**src/rtl/encoder_pkg.sv**
```systemverilog
// Shared definitions for the draining 8:3 encoder: default sizes and FSM state encoding.
package encoder_pkg;

  localparam int N_DEF = 8;
  localparam int W_DEF = 3;

  typedef enum logic {
    IDLE  = 1'b0,
    SERVE = 1'b1
  } state_t;

endpackage

```
**src/rtl/encoder_8_3_drain_pri_pick.sv**
```systemverilog
// Combinational picker: selects one set bit of vec and returns its index plus vec with that bit cleared.
// Fixed priority (highest index wins) by default; ROUND_ROBIN_EN selects a wrap-around search from ptr.
module pri_pick
  import encoder_pkg::*;
#(
  parameter int N = N_DEF,
  localparam int W = $clog2(N)
) (
  input  logic [N-1:0] vec,
  input  logic [W-1:0] ptr,
  output logic [W-1:0] code,
  output logic [N-1:0] rest
);

`ifdef ROUND_ROBIN_EN
  logic         found;
  logic [W-1:0] idx;

  // N is a power of two, so the W-bit add wraps N-1 -> 0 for free.
  always_comb begin
    // NOTE: every variable written here gets a default first, otherwise a latch is inferred.
    code  = '0;
    found = 1'b0;
    idx   = '0;
    for (int k = 0; k < N; k++) begin
      idx = ptr + W'(k);
      if (!found && vec[idx]) begin
        code  = idx;
        found = 1'b1;
      end
    end
    rest       = vec;
    rest[code] = 1'b0;
  end
`else
  logic unused_ptr;
  assign unused_ptr = ^ptr;

  // Later iterations overwrite earlier ones, so the highest set index wins.
  always_comb begin
    code = '0;
    for (int i = 0; i < N; i++) begin
      if (vec[i]) code = W'(i);
    end
    rest       = vec;
    rest[code] = 1'b0;
  end
`endif

endmodule

```
**src/rtl/encoder_8_3_drain.sv**
```systemverilog
// Sequential 8:3 encoder: accepts a multi-hot vector and drains it one index per output handshake.
// Define ROUND_ROBIN_EN for round-robin picking from a persistent pointer; default is fixed priority.
module encoder_8_3_drain
  import encoder_pkg::*;
#(
  parameter int N = N_DEF,
  localparam int W = $clog2(N)
) (
  input  logic         clk,
  input  logic         rst,
  input  logic         en,
  input  logic         in_valid,
  output logic         in_ready,
  input  logic [N-1:0] in_vec,
  output logic         out_valid,
  input  logic         out_ready,
  output logic [W-1:0] out_code,
  output logic         out_last,
  output logic         busy,
  output logic         zero_err
);

  state_t       state, state_nx;
  logic [N-1:0] pend;
  logic [N-1:0] rest;
  logic [W-1:0] pick_code;
  logic [W-1:0] ptr;
  logic         accept;
  logic         beat;

  pri_pick #(.N(N)) u_pick (
    .vec  (pend),
    .ptr  (ptr),
    .code (pick_code),
    .rest (rest)
  );

  assign in_ready  = (state == IDLE) && en;
  assign out_valid = (state == SERVE) && en;
  assign out_code  = pick_code;
  assign out_last  = out_valid && (rest == '0);
  assign busy      = (state == SERVE);
  assign accept    = in_valid && in_ready;
  assign beat      = out_valid && out_ready;

  always_comb begin
    state_nx = state;
    unique case (state)
      IDLE:    if (accept && (in_vec != '0)) state_nx = SERVE;
      SERVE:   if (beat && out_last)         state_nx = IDLE;
      default: state_nx = IDLE;
    endcase
  end

  // NOTE: sequential state uses non-blocking assignments so every register samples pre-edge values.
  always_ff @(posedge clk or posedge rst) begin
    if (rst) begin
      state    <= IDLE;
      pend     <= '0;
      zero_err <= 1'b0;
    end else begin
      state    <= state_nx;
      zero_err <= accept && (in_vec == '0);
      if (accept && (in_vec != '0)) pend <= in_vec;
      else if (beat)                pend <= rest;
    end
  end

`ifdef ROUND_ROBIN_EN
  // Pointer survives across vectors so sources sharing a vector get fair service over time.
  always_ff @(posedge clk or posedge rst) begin
    if (rst)       ptr <= '0;
    else if (beat) ptr <= pick_code + W'(1);
  end
`else
  assign ptr = '0;
`endif

endmodule
```
**config.mk**
```make
export PLATFORM = sky130hd
export DESIGN_NAME = encoder_8_3_drain
export DESIGN_NICKNAME = d
export VERILOG_FILES = /design/src/rtl/encoder_pkg.sv /design/src/rtl/encoder_8_3_drain_pri_pick.sv /design/src/rtl/encoder_8_3_drain.sv
export SDC_FILE = /design/constraint.sdc
export NUM_CORES = 1
export LEC_CHECK = 0
export ABC_AREA = 1
export BUFFER_PORTS_ARGS = -buffer_cell sky130_fd_sc_hd__buf_2
export CELL_PAD_IN_SITES_DETAIL_PLACEMENT = 1
export CELL_PAD_IN_SITES_GLOBAL_PLACEMENT = 2
export CORE_UTILIZATION = 24
export CTS_CLUSTER_SIZE = 8
export DETAILED_ROUTE_END_ITERATION = 6
export GPL_TIMING_DRIVEN = 0
export PLACE_DENSITY = 0.8
export REMOVE_ABC_BUFFERS = 1
export SYNTH_ARGS = -nofsm -noshare
export SYNTH_HDL_FRONTEND = slang
export SYNTH_HIERARCHICAL = 1
export SYNTH_SLANG_ARGS = --single-unit
```
**constraint.sdc**
```tcl
create_clock -name clk -period 1.6 [get_ports clk]
set_clock_uncertainty 0.05 [all_clocks]
set_input_delay 0.32 -clock clk [delete_from_list [all_inputs] [get_ports clk]]
set_output_delay 0.32 -clock clk [all_outputs]
set_load 0.01 [all_outputs]
```
== Word level (Yosys, flattened, before mapping) ==
Cells that the tools add are included.

* Register bits: 10
* Input port bits: 13
* Output and inout bits: 8
* Logic and storage cells: 35

* $lt $le $gt $ge: 2
* Multiplexer cells: 14
* Bitwise operators: 3
* Reductions and logical operators: 13

{| class="wikitable"
|+ Operators with widths
! cell !! count
|-
| $logic_not 8->1 || 2
|-
| $mux 8 || 2
|-
| $mux 3 || 4
|-
| $logic_and 1x1->1 || 9
|-
| $and 8x8->8 || 1
|-
| $not 8->8 || 1
|-
| $reduce_bool 8->1 || 1
|-
| $lt 3x4->1 const B || 1
|-
| $mux 1 || 4
|-
| $mux 2 || 2
|-
| $demux 1 s3 || 1
|-
| $ge 3x1->1 const B || 1
|-
| $pmux 1 s2 || 1
|-
| $reduce_bool 2->1 || 1
|-
| $not 1->1 || 1
|}

== Longest topological paths before layout ==
Gate-level depths: netlist of the first run.

* Depth in word-level cells: 18
* Gate-level depth with buffers: 14
* Gate-level depth less buffers: 14

== By module ==
The synthesis of the first run kept the hierarchy.

{| class="wikitable"
|+ By module, submodules not included
! module !! times used !! cells each !! area each (um^2)
|-
| encoder_8_3_drain || 1 || 99 || 651.9
|-
| pri_pick || 1 || 35 || 173.9
|}

== Least setup slack after synthesis of the first run ==
Ideal clock, no wire load.

* Path kind: register -> output
* Start: reg pend[6]
* End: out out_last
* Arrival time: 1.303 ns
* Data required time: 1.230 ns
* Setup slack: -0.073 ns
* Stages on the path, launching flop included: 9
* Buffers on the path: 0
* Cell sequence: dfrtp_1 > nor2_4 > nand2_4 > nor2_4 > nand3_1 > nand2_1 > inv_1 > nor3b_1 > and2_1

* Cells in the longest elaborated chain, start to end: 10
* Elaborated cells on any way between the ends: 11
* Those cells by class: order compare: 2; mux: 4; bitwise: 2; reduce/logical: 3

{| class="wikitable"
|+ RTL lines
! element !! RTL line !! text
|-
| start: declaration || encoder_8_3_drain.sv:24 || <nowiki>logic [N-1:0] pend;</nowiki>
|-
| start signal: assignment || encoder_8_3_drain.sv:64 || <nowiki>if (accept && (in_vec != '0)) pend <= in_vec;</nowiki>
|-
| start signal: assignment || encoder_8_3_drain.sv:65 || <nowiki>else if (beat) pend <= rest;</nowiki>
|-
| $mux 3 (*) (2 in a row) || encoder_8_3_drain_pri_pick.sv:43 || <nowiki>if (vec[i]) code = W'(i);</nowiki>
|-
| named net out_code[2] || encoder_8_3_drain.sv:17 || <nowiki>output logic [W-1:0] out_code,</nowiki>
|-
| $lt 3x4->1 (not written as such) / $ge 3x1->1 (equally long branches) || encoder_8_3_drain_pri_pick.sv:46 || <nowiki>rest[code] = 1'b0;</nowiki>
|-
| $logic_and 1x1->1 (not written as such) || encoder_8_3_drain_pri_pick.sv:46 ||
|-
| $mux 1 (not written as such) || encoder_8_3_drain_pri_pick.sv:46 ||
|-
| $demux 1 s3 (*) || n/a ||
|-
| $not 8->8 (no line) (*) || n/a ||
|-
| $and 8x8->8 (no line) (*) || n/a ||
|-
| named net rest[0] || encoder_8_3_drain.sv:25 || <nowiki>logic [N-1:0] rest;</nowiki>
|-
| $logic_not 8->1 (*) || encoder_8_3_drain.sv:41 || <nowiki>assign out_last = out_valid && (rest == '0);</nowiki>
|-
| $logic_and 1x1->1 (*) || encoder_8_3_drain.sv:41 ||
|-
| end: declaration || encoder_8_3_drain.sv:18 || <nowiki>output logic out_last,</nowiki>
|}

The timed path passes the listed nets; every way through them passes the cells marked *.

== Worst setup path after layout of the first run ==
* Start: reg pend[7]
* End: out out_last

* Cells in the longest elaborated chain, start to end: 9
* Elaborated cells on any way between the ends: 10
* Those cells by class: order compare: 2; mux: 3; bitwise: 2; reduce/logical: 3

{| class="wikitable"
|+ RTL lines
! element !! RTL line
|-
| $mux 3 (*) || encoder_8_3_drain_pri_pick.sv:43
|-
| $lt 3x4->1 (not written as such) / $ge 3x1->1 (equally long branches) || encoder_8_3_drain_pri_pick.sv:46
|-
| $logic_and 1x1->1 (not written as such) || encoder_8_3_drain_pri_pick.sv:46
|-
| $mux 1 (not written as such) || encoder_8_3_drain_pri_pick.sv:46
|-
| $demux 1 s3 (*) || n/a
|-
| $not 8->8 (no line) (*) || n/a
|-
| $and 8x8->8 (no line) (*) || n/a
|-
| named net rest[0] || encoder_8_3_drain.sv:25
|-
| $logic_not 8->1 (*) || encoder_8_3_drain.sv:41
|-
| $logic_and 1x1->1 (*) || encoder_8_3_drain.sv:41
|}

Marks and branches as above.

==> flow_metrics.tcl, run 1 <==
set metrics [dict create \
    path_max_fanout 4 \
    hp-class "input pin to register" \
    drtPass1Iterations 4 \
    final_util_pct 36.9 \
    ant_nets 0 \
    peakVddDrop_v 0.000391 \
    worstHoldStart "in_vec[7]" \
    hold_ws_ns 0.319 \
    die_y_um 60.5 \
    critPathKind "register to output port" \
    outcome "finished, violations left" \
    nNetsFinal 186 \
    grt_pass1_wl_um 3790 \
    track_usage_pct 13.9 \
    htreeDepth 1 \
    fillCellCount 441 \
    clk_latency_ns 0.27 \
    setup.worst_path.start_class "register" \
    cp-startpoint "pend[7]" \
    critPathRequiredTime_ns 1.23 \
    yosysWarningCount 6 \
    pwr_density_cell_mw_per_mm2 1690 \
    antenna_found_initial 0 \
    clk_pin_slew_ns 0.07 \
    vias 914 \
    drt_iter0_markers 10 \
    reg2reg_from "pend[2]" \
    syn_avg_cell_area_sq_um 6.18 \
    rr_endpoint "pend[3]" \
    drc 0 \
    place_inst 195 \
    drv_cap 0 \
    root_buffer "clkbuf_4" \
    cts_buffer_depth 2 \
    io_buffer_count 20 \
    wl_per_cell_um 10.5 \
    reg2regPathDepth 18 \
    layout_setup_ws_ns -0.552 \
    p_leak_nw 0.702 \
    finalCritPeriodShare_pct 135 \
    cp.arrival_ns 1.78 \
    grt_pass1_vias 873 \
    r2r_slack_ns -0.45 \
    die_w_um 60.5 \
    synthCells 133 \
    dpl.hpwl_um 1590 \
    final-setup-viol-count 4 \
    die_area_sq_mm 0.00366 \
    cts_tree "built" \
    report.final.slew_viol_count 0 \
    grt_max_degree 18 \
    routed_wl_um 2270 \
    min_to "pend[7]" \
    vias_per_cell 4.23 \
    fmax_ghz 0.465 \
    start_util_pct 26.1 \
    core_sq_mm 0.00315 \
    overflow 0 \
    clock_sinks 10 \
    core.rowCount 20 \
    synthesis.area_sq_um 822 \
    tns_ns -1.11 \
    gp_congestion 0.746 \
    finalWorstPathRequiredPeriod_ns 2.15 \
    instances_no_fill 216 \
    rsz0062_at_grt "yes" \
    antenna_cells 0 \
    drive_gt1_share_pct 35.5 \
    synthToLayoutAreaGrowth_pct 41.6 \
    holdPathStages 5 \
    io_pins 21 \
    critPathCaptureType "output port" \
    cts_buffers 3 \
    violations "setup timing" \
    finalHoldViolations 0 \
]
-- through the flow --
stage / cell area [sq um] / power [W] / setup WS [ns]
2_1_floorplan: 803 / 0.00110 / -0.0735
3_3_place_gp: 958 / 0.00132 / -0.328
3_5_place_dp: 958 / 0.00134 / -0.381
4_1_cts: 1090 / 0.00183 / -0.535
5_1_grt: 1160 / 0.00216 / -0.690
6_report: 1160 / 0.00197 / -0.552
-- layout make-up --
type                       instances  area, sq um  share of cell area, %
clock buffer                       4         36.3                   3.12
inverter                          28          105                   9.03
multi-input combinational         93          475                   40.9
sequential                        10          251                   21.6
tap                               44         55.1                   4.73
timing repair buffer              37          240                   20.6
-- cells in the final DEF, fill, tap and decap left out, types with 2 or more instances in the layout --
cell type	instances
nand2_1	45
inv_1	24
buf_2	19
nand3_1	18
buf_4	15
nor2_1	9
dfrtp_1	9
nand2_2	5
inv_2	4
nor2_4	3
nor2_2	3
clkbuf_4	3
nor3b_4	2
buf_6	2
a21oi_1	2
-- sequential cells by signal, summed over array words and instances, names as in the netlist --
name      count
pend          8
busy          1
zero_err      1
-- where the power goes --
part | internal, W | switching (W)
registers | 0.000358 | 0.000116
clock network | 0.000138 | 0.0000954
logic | 0.000599 | 0.000664
total | 0.00110 | 0.000876
-- repair_timing --
action	CTS	global route
buffers inserted	9	7
setup endpoints to repair	3	12
hold buffers	1	0
gates resized for setup	6	7
pin swaps	2	4
hold endpoints to repair	10	0
-- how the worst max path moves through the flow --
stage               endpoint  slack [ns]  cells after the start
floorplan           out_last       -0.07                      8
global placement    out_last       -0.33                     12
detailed placement  out_last       -0.38                     12
CTS                 out_last       -0.54                     12
global route        out_last       -0.69                     12
finish              out_last       -0.55                      9
-- per-layer routing --
layer  part of all wire (%)  GRT usage (%)  vias up
met5                      0              0        -
met4                    1.4           7.14        0
met3                    2.1          0.853        4
met2                     51           24.3       15
met1                     46           17.1      422
li1                       -              -      473
-- worst max-delay path: stages (launching register included) --
cell     delay (ns)
dfrtp_2        0.45
nor2_4         0.16
nand2_4        0.09
nor2_4         0.09
nand3_1        0.10
nand2_1        0.07
inv_1          0.08
nor3b_4        0.21
and2_1         0.15
buf_2          0.13
(Power assumes the default switching activity.)
==> run 2: changes to the inputs <==
BUFFER_PORTS_ARGS = default   (was -buffer_cell sky130_fd_sc_hd__buf_2)
CORE_MARGIN = 1   (was default)
CORE_UTILIZATION = 31   (was 24)
DONT_BUFFER_PORTS = 1   (was default)
PLACE_DENSITY = 0.82   (was 0.8)
clock period = 2.2 ns   (was 1.6 ns; I/O delays follow)
==> flow_metrics.tcl, run 2 (synthesized netlist as in run 1, its figures left out) <==
set metrics [dict create \
    grt_pass1_wl_um 3260 \
    p_leak_nw 0.550 \
    power.total_w 0.00116 \
    antenna_cells 0 \
    drtPass1Iterations 4 \
    antenna_found_initial 0 \
    core_sq_mm 0.00250 \
    ant_nets 0 \
    setup.worst_path.start_class "register" \
    fmax_ghz 0.461 \
    vias_per_cell 4.58 \
    clk_latency_ns 0.26 \
    clock_sinks 10 \
    die_area_sq_mm 0.00286 \
    overflow 0 \
    track_usage_pct 16.4 \
    gp_congestion 0.724 \
    finalWorstPathRequiredPeriod_ns 2.17 \
    vias 770 \
    drt_iter0_markers 13 \
    top_register "pend" \
    wl_per_cell_um 11.6 \
    pwr_density_cell_mw_per_mm2 1250 \
    cts_buffers 3 \
    critPathCaptureType "output port" \
    finalHoldViolations 0 \
    die_w_um 53.5 \
    dpl.hpwl_um 1570 \
    instances_no_fill 168 \
    path_max_fanout 4 \
    largest_reg_flops 8 \
    nNetsFinal 152 \
    drive_gt1_share_pct 18.1 \
    die_y_um 53.5 \
    report.final.slew_viol_count 0 \
    final-setup-viol-count 0 \
    cts_buffer_depth 2 \
    final_cell_mix "nand2_1 (46), inv_1 (26), nand3_1 (18), dfrtp_1 (10), nor2_1 (9)" \
    cp.arrival_ns 1.68 \
    finalCritPeriodShare_pct 98.6 \
    drv_cap 0 \
    io_pins 21 \
    final_common_cell "nand2_1" \
    cts_tree "built" \
    drc 0 \
    start_util_pct 32.9 \
    dpl_cell_area_sq_um 841 \
    final_cell_area_sq_um 928 \
    hold_ws_ns 0.342 \
    routed_wl_um 1950 \
    rsz0062_at_grt "yes" \
    hp-class "input pin to register" \
    grt_max_degree 18 \
    critPathKind "register to output port" \
    place_inst 161 \
    core.rowCount 18 \
    clk_pin_slew_ns 0.07 \
    root_buffer "clkbuf_4" \
    synthToLayoutAreaGrowth_pct 12.9 \
    htreeDepth 1 \
    critPathRequiredTime_ns 1.71 \
    io_buffer_count 0 \
    peakVddDrop_v 0.000436 \
    outcome "complete, no violations" \
    grt_pass1_vias 760 \
]
## run 2: cell count changes in the layout (fill, tap and decap cells not counted), moves of 2 or more
cell / delta
inv_1: +2
buf_6: -2
buf_4: -13
buf_2: -19
inv_2: -2
## run 2: metrics by stage
step | setup WS [ns] | TNS, ns | utilization (%)
2_1_floorplan | 0.407 | 0 | -
3_3_place_gp | 0.236 | 0 | 33.6
3_5_place_dp | 0.161 | 0 | 33.6
4_1_cts | 0.00145 | 0 | 36.7
5_1_grt | -0.117 | -0.117 | 37.1
6_report | 0.0297 | 0 | 37.1
## run 2: worst max-delay path, cell delays in order (launching register included)
cell and delay, ns:
dfrtp_1 0.44, nor2_4 0.19, nand2_4 0.10, nor2_4 0.11
nand3_1 0.08, nand2_1 0.06, inv_1 0.07, nor3b_4 0.20
and2_4 0.17
## run 2: timing repair
item                                   4_1_cts  5_1_grt
setup endpoints to repair                    1        1
endpoints found under the hold margin       10        0
resized for setup                            5        3
pin swaps                                    0        1
buffers inserted                             2        0
hold buffers                                 1        0
## run 2: cell type report
type,instances,area (sq um)
fill,337,1570
tap,30,37.5
sequential,10,250
multi-input combinational,93,474
inverter,28,105
timing repair buffer,3,25.0
clock buffer,4,36.3
## run 2: path summary, 6_finish.rpt
check,endpoint,startpoint,slack [ns],depth (start not counted)
setup / recovery,out_last,pend[6],0.03,8
hold / removal,pend[1],in_vec[1],0.34,4
setup reg to reg,busy,pend[6],0.46,11
hold reg to reg,pend[0],pend[0],0.47,2
max in group asynchronous,pend[0],rst,1.28,2
min in group asynchronous,zero_err,rst,0.54,2
## run 2: routing by layer
layer  up-vias  wire length, um  part of all wire [%]  track usage [%]
li1        403                -                     -                -
met5         -                0                     0                0
met4         0               27                   1.4             9.21
met1       352              979                    50             22.2
met3         2               50                   2.6             1.72
met2        13              888                    46             25.0
## run 2: report_power, final
group	internal, W	leakage (nW)	switching (W)
logic	0.000233	0.404	0.000417
registers	0.000259	0.126	0.0000861
clock network	0.000100	0.0210	0.0000669
==> run 3: changes to the inputs <==
CTS_BUF_LIST = sky130_fd_sc_hd__clkbuf_16   (was default)
==> flow_metrics.tcl, run 3 (synthesized netlist as in run 1, its figures left out) <==
set metrics [dict create \
    cts_hold_buf 0 \
    die_w_um 53.5 \
    final_cell_mix "nand2_1 (46), inv_1 (25), nand3_1 (18), dfrtp_1 (10), nor2_1 (9)" \
    final_common_cell "nand2_1" \
    swShare_pct 44.5 \
    die_area_sq_mm 0.00286 \
    ant_nets 0 \
    critPathRequiredTime_ns 1.71 \
    drtPass1Iterations 4 \
    io_pins 21 \
    internal_power_w 0.000730 \
    synthToLayoutAreaGrowth_pct 16.9 \
    dpl.hpwl_um 1570 \
    final_cell_area_sq_um 961 \
    core_sq_mm 0.00250 \
    power.share.clock_pct 24.3 \
    hold_ws_ns 0.0223 \
    clk_pin_slew_ns 0.04 \
    antenna_found_initial 0 \
    top_register "pend" \
    htreeDepth 1 \
    report.final.slew_viol_count 0 \
    dpl_cell_area_sq_um 841 \
    root_buffer "clkbuf_16" \
    outcome "complete, no violations" \
    vias_per_cell 4.70 \
    drc 0 \
    finalWorstPathRequiredPeriod_ns 2.14 \
    pwr_density_cell_mw_per_mm2 1370 \
    fmax_ghz 0.467 \
    grt_pass1_wl_um 3260 \
    instances_no_fill 167 \
    hp-class "input pin to async pin" \
    core.rowCount 18 \
    io_buffer_count 0 \
    path_max_fanout 3 \
    finalHoldViolations 0 \
    cts_tree "built" \
    largest_reg_flops 8 \
    track_usage_pct 16.5 \
    overflow 0 \
    p_leak_nw 0.562 \
    drt_iter0_markers 14 \
    clk_latency_ns 0.23 \
    critPathCaptureType "output port" \
    nNetsFinal 151 \
    cts_buffers 3 \
    grt_pass1_vias 757 \
    rsz0062_at_grt "yes" \
    combinationalPowerShare_pct 49.3 \
    drive_gt1_share_pct 18.2 \
    critPathKind "register to output port" \
    clock_sinks 10 \
    final-setup-viol-count 0 \
    wl_per_cell_um 11.7 \
    start_util_pct 32.9 \
    gp_congestion 0.724 \
    place_inst 161 \
    power.switching_w 0.000587 \
    drv_cap 0 \
    routed_wl_um 1960 \
    p_seq_share_pct 26.4 \
    finalCritPeriodShare_pct 97.3 \
    peakVddDrop_v 0.000485 \
    tns_ns 0 \
    grt_max_degree 18 \
    cts_buffer_depth 2 \
    die_y_um 53.5 \
    setup.worst_path.start_class "register" \
    cp.arrival_ns 1.65 \
    antenna_cells 0 \
    vias 785 \
]
## run 3: through the flow
stage | setup slack, ns | total power (W) | util (%)
floorplan | 0.407 | 0.000798 | -
global placement | 0.236 | 0.000893 | 33.6
detailed placement | 0.161 | 0.000922 | 33.6
CTS | 0.0272 | 0.00128 | 37.6
global route | -0.0742 | 0.00144 | 38.4
finish | 0.0595 | 0.00132 | 38.4
## run 3: path summary, 6_finish.rpt
kind,slack (ns),to,start,cells after the start
setup / recovery,0.06,out_last,pend[2],12
hold / removal,0.02,zero_err,rst,1
setup reg to reg,0.46,busy,pend[6],11
hold reg to reg,0.46,pend[0],pend[0],2
max in group asynchronous,1.80,pend[0],rst,1
min in group clk,0.38,pend[1],in_vec[1],4
## run 3: worst max-delay path, stage by stage (launching register included)
cell and delay, ns:
dfrtp_1 0.40, inv_1 0.08, nand2_1 0.05, nand2_1 0.05
nand2_1 0.06, nand2_2 0.10, nand2_2 0.07, nand2_2 0.10
a21oi_2 0.07, nor2_1 0.08, nand2_1 0.08, nor2_2 0.11
and2_4 0.16
## run 3: timing repair
item / in CTS / in global routing
hold endpoints to repair: 0 / 0
resized for setup: 4 / 5
pin swaps: 0 / 1
setup buffers: 1 / 1
endpoints found under the setup margin: 1 / 1
## run 3: final cells by class
type | instances | area, sq um
clock buffers | 3 | 75.1
clock inverters | 1 | 3.75
fillers | 331 | 1540
inverters | 28 | 105
multi-input cells | 93 | 474
flip-flops and latches | 10 | 250
well taps | 30 | 37.5
repair buffers | 2 | 15.0
## run 3: metal layers
layer	GRT usage (%)	up-vias	part of all wire, %	routed length, um
met5	0	-	0	0
met4	9.21	0	2.2	43
met3	2.59	5	3.2	62
met2	24.4	16	45	888
met1	22.4	360	49	965
li1	-	404	-	-
## run 3: power by group through the flow
| stage | sequential [W] | combinational (W) | clock [W] |
|---|---|---|---|
| after CTS | 0.000347 | 0.000611 | 0.000326 |
| after global placement | 0.000349 | 0.000544 | 0 |
| after detailed placement | 0.000350 | 0.000572 | 0 |
| after global routing | 0.000357 | 0.000741 | 0.000336 |
| final | 0.000348 | 0.000649 | 0.000320 |
| after floorplan | 0.000328 | 0.000470 | 0 |
